## src/rtl/pkt_a2f_mux.sv

```systemverilog
// ---------------------------------------------------------------------------
// pkt_a2f_mux
//   Packetises two sources onto one FTDI-style read port. Each packet is one
//   header word followed by a fixed number of payload words. Payload comes
//   either from the I/Q sample FIFO (unpacked into 12-bit Q/I lanes) or from
//   the CPU block buffer. A CPU block posted by software is signalled by a
//   free-running block counter; this module keeps its own count of blocks
//   already sent and serves the CPU whenever the two differ.
//
// Ports
//   clk_i          : only clock
//   reset          : asynchronous active-high reset
//   fifo_data_i    : packed I/Q pair, I in the low half
//   fifo_empty_i   : sample FIFO empty
//   fifo_enough_i  : sample FIFO holds at least one full packet
//   fifo_re_o      : sample FIFO pop
//   cpu_data_i     : CPU block data word
//   cpu_empty_i    : CPU buffer empty
//   cpu_blkcnt_i   : free-running count of CPU blocks posted
//   cpu_re_o       : CPU buffer pop
//   re_i           : read strobe, one word per clock while high
//   data_o         : output word (header, payload, or 0 when idle)
//   empty_o        : no word available at data_o
//   enough_o       : a packet is ready to start
//   seq_o          : current packet sequence number
//   underrun_o     : sticky, a read hit an empty source mid-packet
//   busy_o         : a packet is in progress
//
// Header word: [31:28] source tag (A = FIFO, C = CPU), [27:16] sequence,
//              [15:0] payload words minus one.
// ---------------------------------------------------------------------------
module pkt_a2f_mux #(
  parameter int FT_DATA_WIDTH    = 32,
  parameter int IQ_PAIR_WIDTH    = 24,
  parameter int QSTART_BIT_INDEX = 16,
  parameter int FIFO_PKT_WORDS   = 4096,
  parameter int CPU_PKT_WORDS    = 256,
  parameter int BLKCNT_WIDTH     = 4
) (
  input  logic                     clk_i,
  input  logic                     reset,

  input  logic [IQ_PAIR_WIDTH-1:0] fifo_data_i,
  input  logic                     fifo_empty_i,
  input  logic                     fifo_enough_i,
  output logic                     fifo_re_o,

  input  logic [FT_DATA_WIDTH-1:0] cpu_data_i,
  input  logic                     cpu_empty_i,
  input  logic [BLKCNT_WIDTH-1:0]  cpu_blkcnt_i,
  output logic                     cpu_re_o,

  input  logic                     re_i,
  output logic [FT_DATA_WIDTH-1:0] data_o,
  output logic                     empty_o,
  output logic                     enough_o,

  output logic [11:0]              seq_o,
  output logic                     underrun_o,
  output logic                     busy_o
);

  // State table
  //   state      | meaning
  //   S_IDLE     | no packet; pick the next source (CPU first)
  //   S_HDR_FIFO | presenting the FIFO packet header
  //   S_FIFO     | streaming FIFO I/Q payload
  //   S_HDR_CPU  | presenting the CPU packet header
  //   S_CPU      | streaming CPU block payload

  localparam int HALF_W = IQ_PAIR_WIDTH / 2;
  localparam int CNT_W  = 16;

  localparam logic [CNT_W-1:0] FIFO_LAST = CNT_W'(FIFO_PKT_WORDS - 1);
  localparam logic [CNT_W-1:0] CPU_LAST  = CNT_W'(CPU_PKT_WORDS - 1);

  typedef enum logic [4:0] {
    S_IDLE     = 5'b00001,
    S_HDR_FIFO = 5'b00010,
    S_FIFO     = 5'b00100,
    S_HDR_CPU  = 5'b01000,
    S_CPU      = 5'b10000
  } state_e;

  state_e                   state_q;
  logic [11:0]              seq_q;
  logic [BLKCNT_WIDTH-1:0]  blks_done_q;
  logic [FT_DATA_WIDTH-1:0] hdr_q;
  logic [CNT_W-1:0]         cnt_q;
  logic                     underrun_q;

  logic                     cpu_pending;
  logic                     fifo_pop;
  logic                     cpu_pop;
  logic [FT_DATA_WIDTH-1:0] iq_word;

  function automatic logic [FT_DATA_WIDTH-1:0] make_hdr(
    input logic [3:0]       tag,
    input logic [11:0]      seq,
    input logic [CNT_W-1:0] last
  );
    logic [FT_DATA_WIDTH-1:0] h;
    h        = '0;
    h[31:0]  = {tag, seq, last};
    return h;
  endfunction

  // Unequal counts mean software has posted blocks not yet sent; the
  // comparison also covers counter wrap without any extra logic.
  assign cpu_pending = (blks_done_q != cpu_blkcnt_i);

  assign fifo_pop = re_i & (state_q == S_FIFO) & ~fifo_empty_i;
  assign cpu_pop  = re_i & (state_q == S_CPU)  & ~cpu_empty_i;

  // Q goes to the upper lane, I to the lowest bits; everything else stays 0.
  always_comb begin
    iq_word                                = '0;
    iq_word[QSTART_BIT_INDEX +: HALF_W]    = fifo_data_i[IQ_PAIR_WIDTH-1 -: HALF_W];
    iq_word[HALF_W-1:0]                    = fifo_data_i[HALF_W-1:0];
  end

  always_ff @(posedge clk_i or posedge reset) begin
    if (reset) begin
      state_q     <= S_IDLE;
      seq_q       <= '0;
      blks_done_q <= '0;
      hdr_q       <= '0;
      cnt_q       <= '0;
      underrun_q  <= 1'b0;
    end else begin
      unique case (state_q)
        S_IDLE: begin
          if (cpu_pending) begin
            // One block per IDLE visit; further pending blocks wait here.
            blks_done_q <= blks_done_q + BLKCNT_WIDTH'(1);
            hdr_q       <= make_hdr(4'hC, seq_q, CPU_LAST);
            state_q     <= S_HDR_CPU;
          end else if (fifo_enough_i) begin
            hdr_q       <= make_hdr(4'hA, seq_q, FIFO_LAST);
            state_q     <= S_HDR_FIFO;
          end
        end

        S_HDR_FIFO: begin
          if (re_i) begin
            seq_q   <= seq_q + 12'd1;
            state_q <= S_FIFO;
          end
        end

        S_HDR_CPU: begin
          if (re_i) begin
            seq_q   <= seq_q + 12'd1;
            state_q <= S_CPU;
          end
        end

        S_FIFO: begin
          if (fifo_pop) begin
            if (cnt_q == FIFO_LAST) begin
              cnt_q   <= '0;
              state_q <= S_IDLE;
            end else begin
              cnt_q   <= cnt_q + CNT_W'(1);
            end
          end else if (re_i) begin
            // Read with the source empty: word is not consumed, stay put.
            underrun_q <= 1'b1;
          end
        end

        S_CPU: begin
          if (cpu_pop) begin
            if (cnt_q == CPU_LAST) begin
              cnt_q   <= '0;
              state_q <= S_IDLE;
            end else begin
              cnt_q   <= cnt_q + CNT_W'(1);
            end
          end else if (re_i) begin
            underrun_q <= 1'b1;
          end
        end

        default: begin
          state_q <= S_IDLE;
          cnt_q   <= '0;
        end
      endcase
    end
  end

  always_comb begin
    data_o  = '0;
    empty_o = 1'b1;
    unique case (state_q)
      S_HDR_FIFO, S_HDR_CPU: begin
        data_o  = hdr_q;
        empty_o = 1'b0;
      end
      S_FIFO: begin
        data_o  = iq_word;
        empty_o = fifo_empty_i;
      end
      S_CPU: begin
        data_o  = cpu_data_i;
        empty_o = cpu_empty_i;
      end
      default: begin
        data_o  = '0;
        empty_o = 1'b1;
      end
    endcase
  end

  assign fifo_re_o  = fifo_pop;
  assign cpu_re_o   = cpu_pop;
  assign enough_o   = fifo_enough_i | cpu_pending;
  assign seq_o      = seq_q;
  assign underrun_o = underrun_q;
  assign busy_o     = (state_q != S_IDLE);

endmodule

```

## config.mk

```make
export PLATFORM = sky130hd
export DESIGN_NAME = pkt_a2f_mux
export DESIGN_NICKNAME = d
export VERILOG_FILES = /design/src/rtl/pkt_a2f_mux.sv
export SDC_FILE = /design/constraint.sdc
export NUM_CORES = 1
export LEC_CHECK = 0
export BUFFER_PORTS_ARGS = -buffer_cell sky130_fd_sc_hd__clkbuf_2
export CAP_MARGIN = 20
export CELL_PAD_IN_SITES_DETAIL_PLACEMENT = 1
export CELL_PAD_IN_SITES_GLOBAL_PLACEMENT = 2
export CORE_AREA = 2 2 108 110
export DETAILED_ROUTE_END_ITERATION = 10
export DIE_AREA = 0 0 110 112
export GPL_TIMING_DRIVEN = 0
export HOLD_SLACK_MARGIN = 0.06
export PLACE_DENSITY = 0.81
export RECOVER_POWER = 100
export SLEW_MARGIN = 20
export SYNTH_ARGS = -nofsm -noshare
export SYNTH_HDL_FRONTEND = slang
export SYNTH_SLANG_ARGS = --single-unit
```

## constraint.sdc

```tcl
create_clock -name clk_i -period 2.8 [get_ports clk_i]
set_input_delay 0.14 -clock clk_i [delete_from_list [all_inputs] [get_ports clk_i]]
set_output_delay 0.14 -clock clk_i [all_outputs]
set_load 0.005 [all_outputs]
```

==> flow_summary.json <==
{
  "peakVddDrop_uv": 338,
  "routed_wl_mm": 9.62,
  "worstPathCellList": "clkbuf_1, or4_1, nor4_1, o22a_2, o221ai_1, a21oi_1, mux2_2",
  "root_buffer": "clkbuf_16",
  "htreeDepth": 2,
  "crit_path_end_kind": "flip-flop",
  "min_path_type": "input pin to flip-flop",
  "syn_area_per_cell_um2": 9.20,
  "io_buffers": 115,
  "fin_skew_ns": 0.00547,
  "cts_setup_buffers": 0,
  "synth_top_cell_by_area": "dfrtp_1",
  "area_growth_pct": 30.0,
  "postSynthNetCount": 400,
  "hold_viol": 0,
  "synth_top_flop_cell": "dfrtp_1",
  "grt_pass1_vias": 3046,
  "vias_per_cell": 5.05,
  "dp_hpwl_mm": 7.51,
  "syn_inst": 331,
  "rsz0062_at_grt": "false",
  "gp_congestion": 0.780,
  "ioPinCount": 116,
  "clock_sinks": 53,
  "dieWidth_um": 110,
  "leakage_nw": 2.00,
  "period_needed_ns": 2.55,
  "yosys.cell_types.count": 46,
  "fin_setup_tns_ns": 0,
  "initial_core_util": 0.272,
  "synth_edf_count": 0,
  "layout.cells.most_common": "clkbuf_2",
  "rrSetupSlack_ns": 0.25,
  "worstPathArrival_ns": 2.73,
  "yosysWarningCount": 0,
  "reg2reg_from": "cnt_q[9]$_DFFE_PP0P_",
  "ant_nets": 0,
  "cp_max_fo": 8,
  "timing.rr.end": "state_q[4]$_DFFE_PP0P_",
  "diodes": 0,
  "r2r_cells": 7,
  "synth_seq_area_share": 0.436,
  "min_path_cells": 3,
  "grt_max_degree": 54,
  "startpoint_type": "flip-flop",
  "clk_pin_slew_worst_paths_ns": 0.07,
  "synth_area_um2": 3040,
  "finalCritPeriodShare": 0.912,
  "hp-start": "fifo_enough_i",
  "numCtsBuffers": 5,
  "powerDensity_nw_per_um2": 734,
  "ys_ff_latch": 53,
  "dr.pass1.iters": 4,
  "coreArea_um2": 11200,
  "die_h_um": 112,
  "antenna_found_initial": 0,
  "vias": 3012,
  "status": "complete, but fails checks",
  "drv_cap": 1,
  "synthArstFlopShare": 1.00,
  "fin_nets": 522,
  "track_usage": 0.152,
  "grt-ovfl-total": 0,
  "crit_slowest_cell": "or4_1",
  "max-slew-margin-rel": -0.367,
  "violations": "max-capacitance violations, max-slew violations",
  "critPathRequiredTime_ns": 2.97,
  "die-area_um2": 12300,
  "slowest_delay_ns": 0.53,
  "clock.fmax_mhz": 392,
  "setup_violations": 0,
  "cts.path.max_buffers": 2,
  "min_to": "state_q[1]$_DFFE_PP0P_",
  "holdWs_ns": 0.113,
  "detailedRoute.firstIterationViolations": 136,
  "worst_slew_pin_slew_ns": 2.05,
  "wire_per_inst_um": 16.1,
  "synth.area.top_cells": "dfrtp_1 43%, nand2_1 5.1%, mux2_2 4.8%, a222oi_1 3.9%, o21ai_0 3.5%",
  "drc": 0,
  "grt_pass1_wl_mm": 14.9,
  "placementRows": 39,
  "layout_common_cells": "91 x clkbuf_2, 52 x dfrtp_1, 41 x nand2_1",
  "insertion_delay_ns": 0.29,
  "cts_tree": "built",
  "yosysTopAreaCellShare": 0.427,
  "drive_gt1_frac": 0.278,
  "final_max_slew_viol_count": 54,
  "critPathKind": "flip-flop to flip-flop"
}
## final cells by class
type | instances | area, µm²
clock buffer | 6 | 139
inverter | 19 | 71.3
multi-input combinational | 240 | 1570
clock inverter | 2 | 37.5
buffer | 18 | 90.1
tap | 143 | 179
fill | 1383 | 7220
sequential | 53 | 1330
timing repair buffer | 116 | 546
## worst max path at each step
stage	from	endpoint	slack [ns]
after floorplan	cnt_q[8]$_DFFE_PP0P_	state_q[4]$_DFFE_PP0P_	0.58
after global placement	blks_done_q[2]$_DFFE_PP0P_	hdr_q[17]$_DFFE_PP0P_	0.06
after detailed placement	state_q[4]$_DFFE_PP0P_	data_o[2]	0.1
after CTS	state_q[4]$_DFFE_PP0P_	data_o[2]	0.003
after global routing	state_q[2]$_DFFE_PP0P_	cnt_q[11]$_DFFE_PP0P_	0.06
final	cnt_q[9]$_DFFE_PP0P_	state_q[4]$_DFFE_PP0P_	0.25
## synthesized netlist by cell type, drive strengths merged (2+ instances only)
library cell,number
and2,2
buf,9
xnor2,11
a21o,2
o22a,2
a31oi,6
nor3,2
a22o,2
a222oi,12
nand3,11
nor2b,6
and3,11
nor4,4
xor2,8
or3,5
mux2,13
o21ai,23
ha,3
nand2b,6
o31ai,11
or4,2
clkbuf,10
a21oi,6
dfrtp,52
inv,19
a22oi,12
nor3b,2
nand4,5
nand2,41
nor2,21
## stage by stage
step / setup slack (ns) / power, mW / instances / instance area, µm² / utilization
2_1_floorplan: 0.580 / 1.76 / 331 / 3040 / -
3_3_place_gp: 0.0644 / 2.19 / 589 / 3800 / 0.340
3_5_place_dp: 0.100 / 2.23 / 589 / 3800 / 0.340
4_1_cts: 0.00252 / 2.96 / 598 / 3990 / 0.357
5_1_grt: 0.0577 / 3.13 / 597 / 3960 / 0.354
6_report: 0.246 / 2.91 / 597 / 3960 / 0.354
## layer usage
layer	wire length, µm	up-vias	global-route usage
li1	-	1448	-
met1	3870	1467	0.170
met2	4940	90	0.295
met3	748	7	0.0322
met4	59	0	0.0203
met5	0	-	0
## power breakdown
part / switching [mW] / leakage, nW / total [mW] / internal [mW]
registers: 0.127 / 0.703 / 1.03 / 0.905
logic: 0.667 / 1.22 / 1.15 / 0.481
clock network: 0.281 / 0.0831 / 0.728 / 0.447
total: 1.08 / 2.00 / 2.91 / 1.83
## worst max-delay path, delay by kind of cell (launching register included)
kind / cells / cell delay, ns
simple gates: 2 / 0.81
compound gates: 3 / 0.72
mux: 1 / 0.37
flops: 1 / 0.36
buf+inv: 1 / 0.19
## sequential cells by signal, summed over array words and instances, names as in the netlist
signal	count
seq_o	12
blks_done_q	4
hdr_q	15
state_q	5
cnt_q	16
underrun_o	1
## cell families after synthesis
kind of cell | count (synthesis) | share of synthesized area
buffers and inverters | 38 | 0.0526
adders and majority gates | 3 | 0.0123
xor gates and xnor gates | 19 | 0.0547
AOI/OAI and AO/OA | 83 | 0.192
and+or+nand+nor | 121 | 0.201
muxes | 14 | 0.0514
DFF | 53 | 0.436
## repair_timing
| item | CTS | global route |
|---|---|---|
| setup endpoints to repair | 17 | 24 |
| gates resized for setup | 2 | 6 |
| hold endpoints to repair | 52 | 0 |
| hold buffers | 1 | 0 |
(Power assumes the default switching activity.)
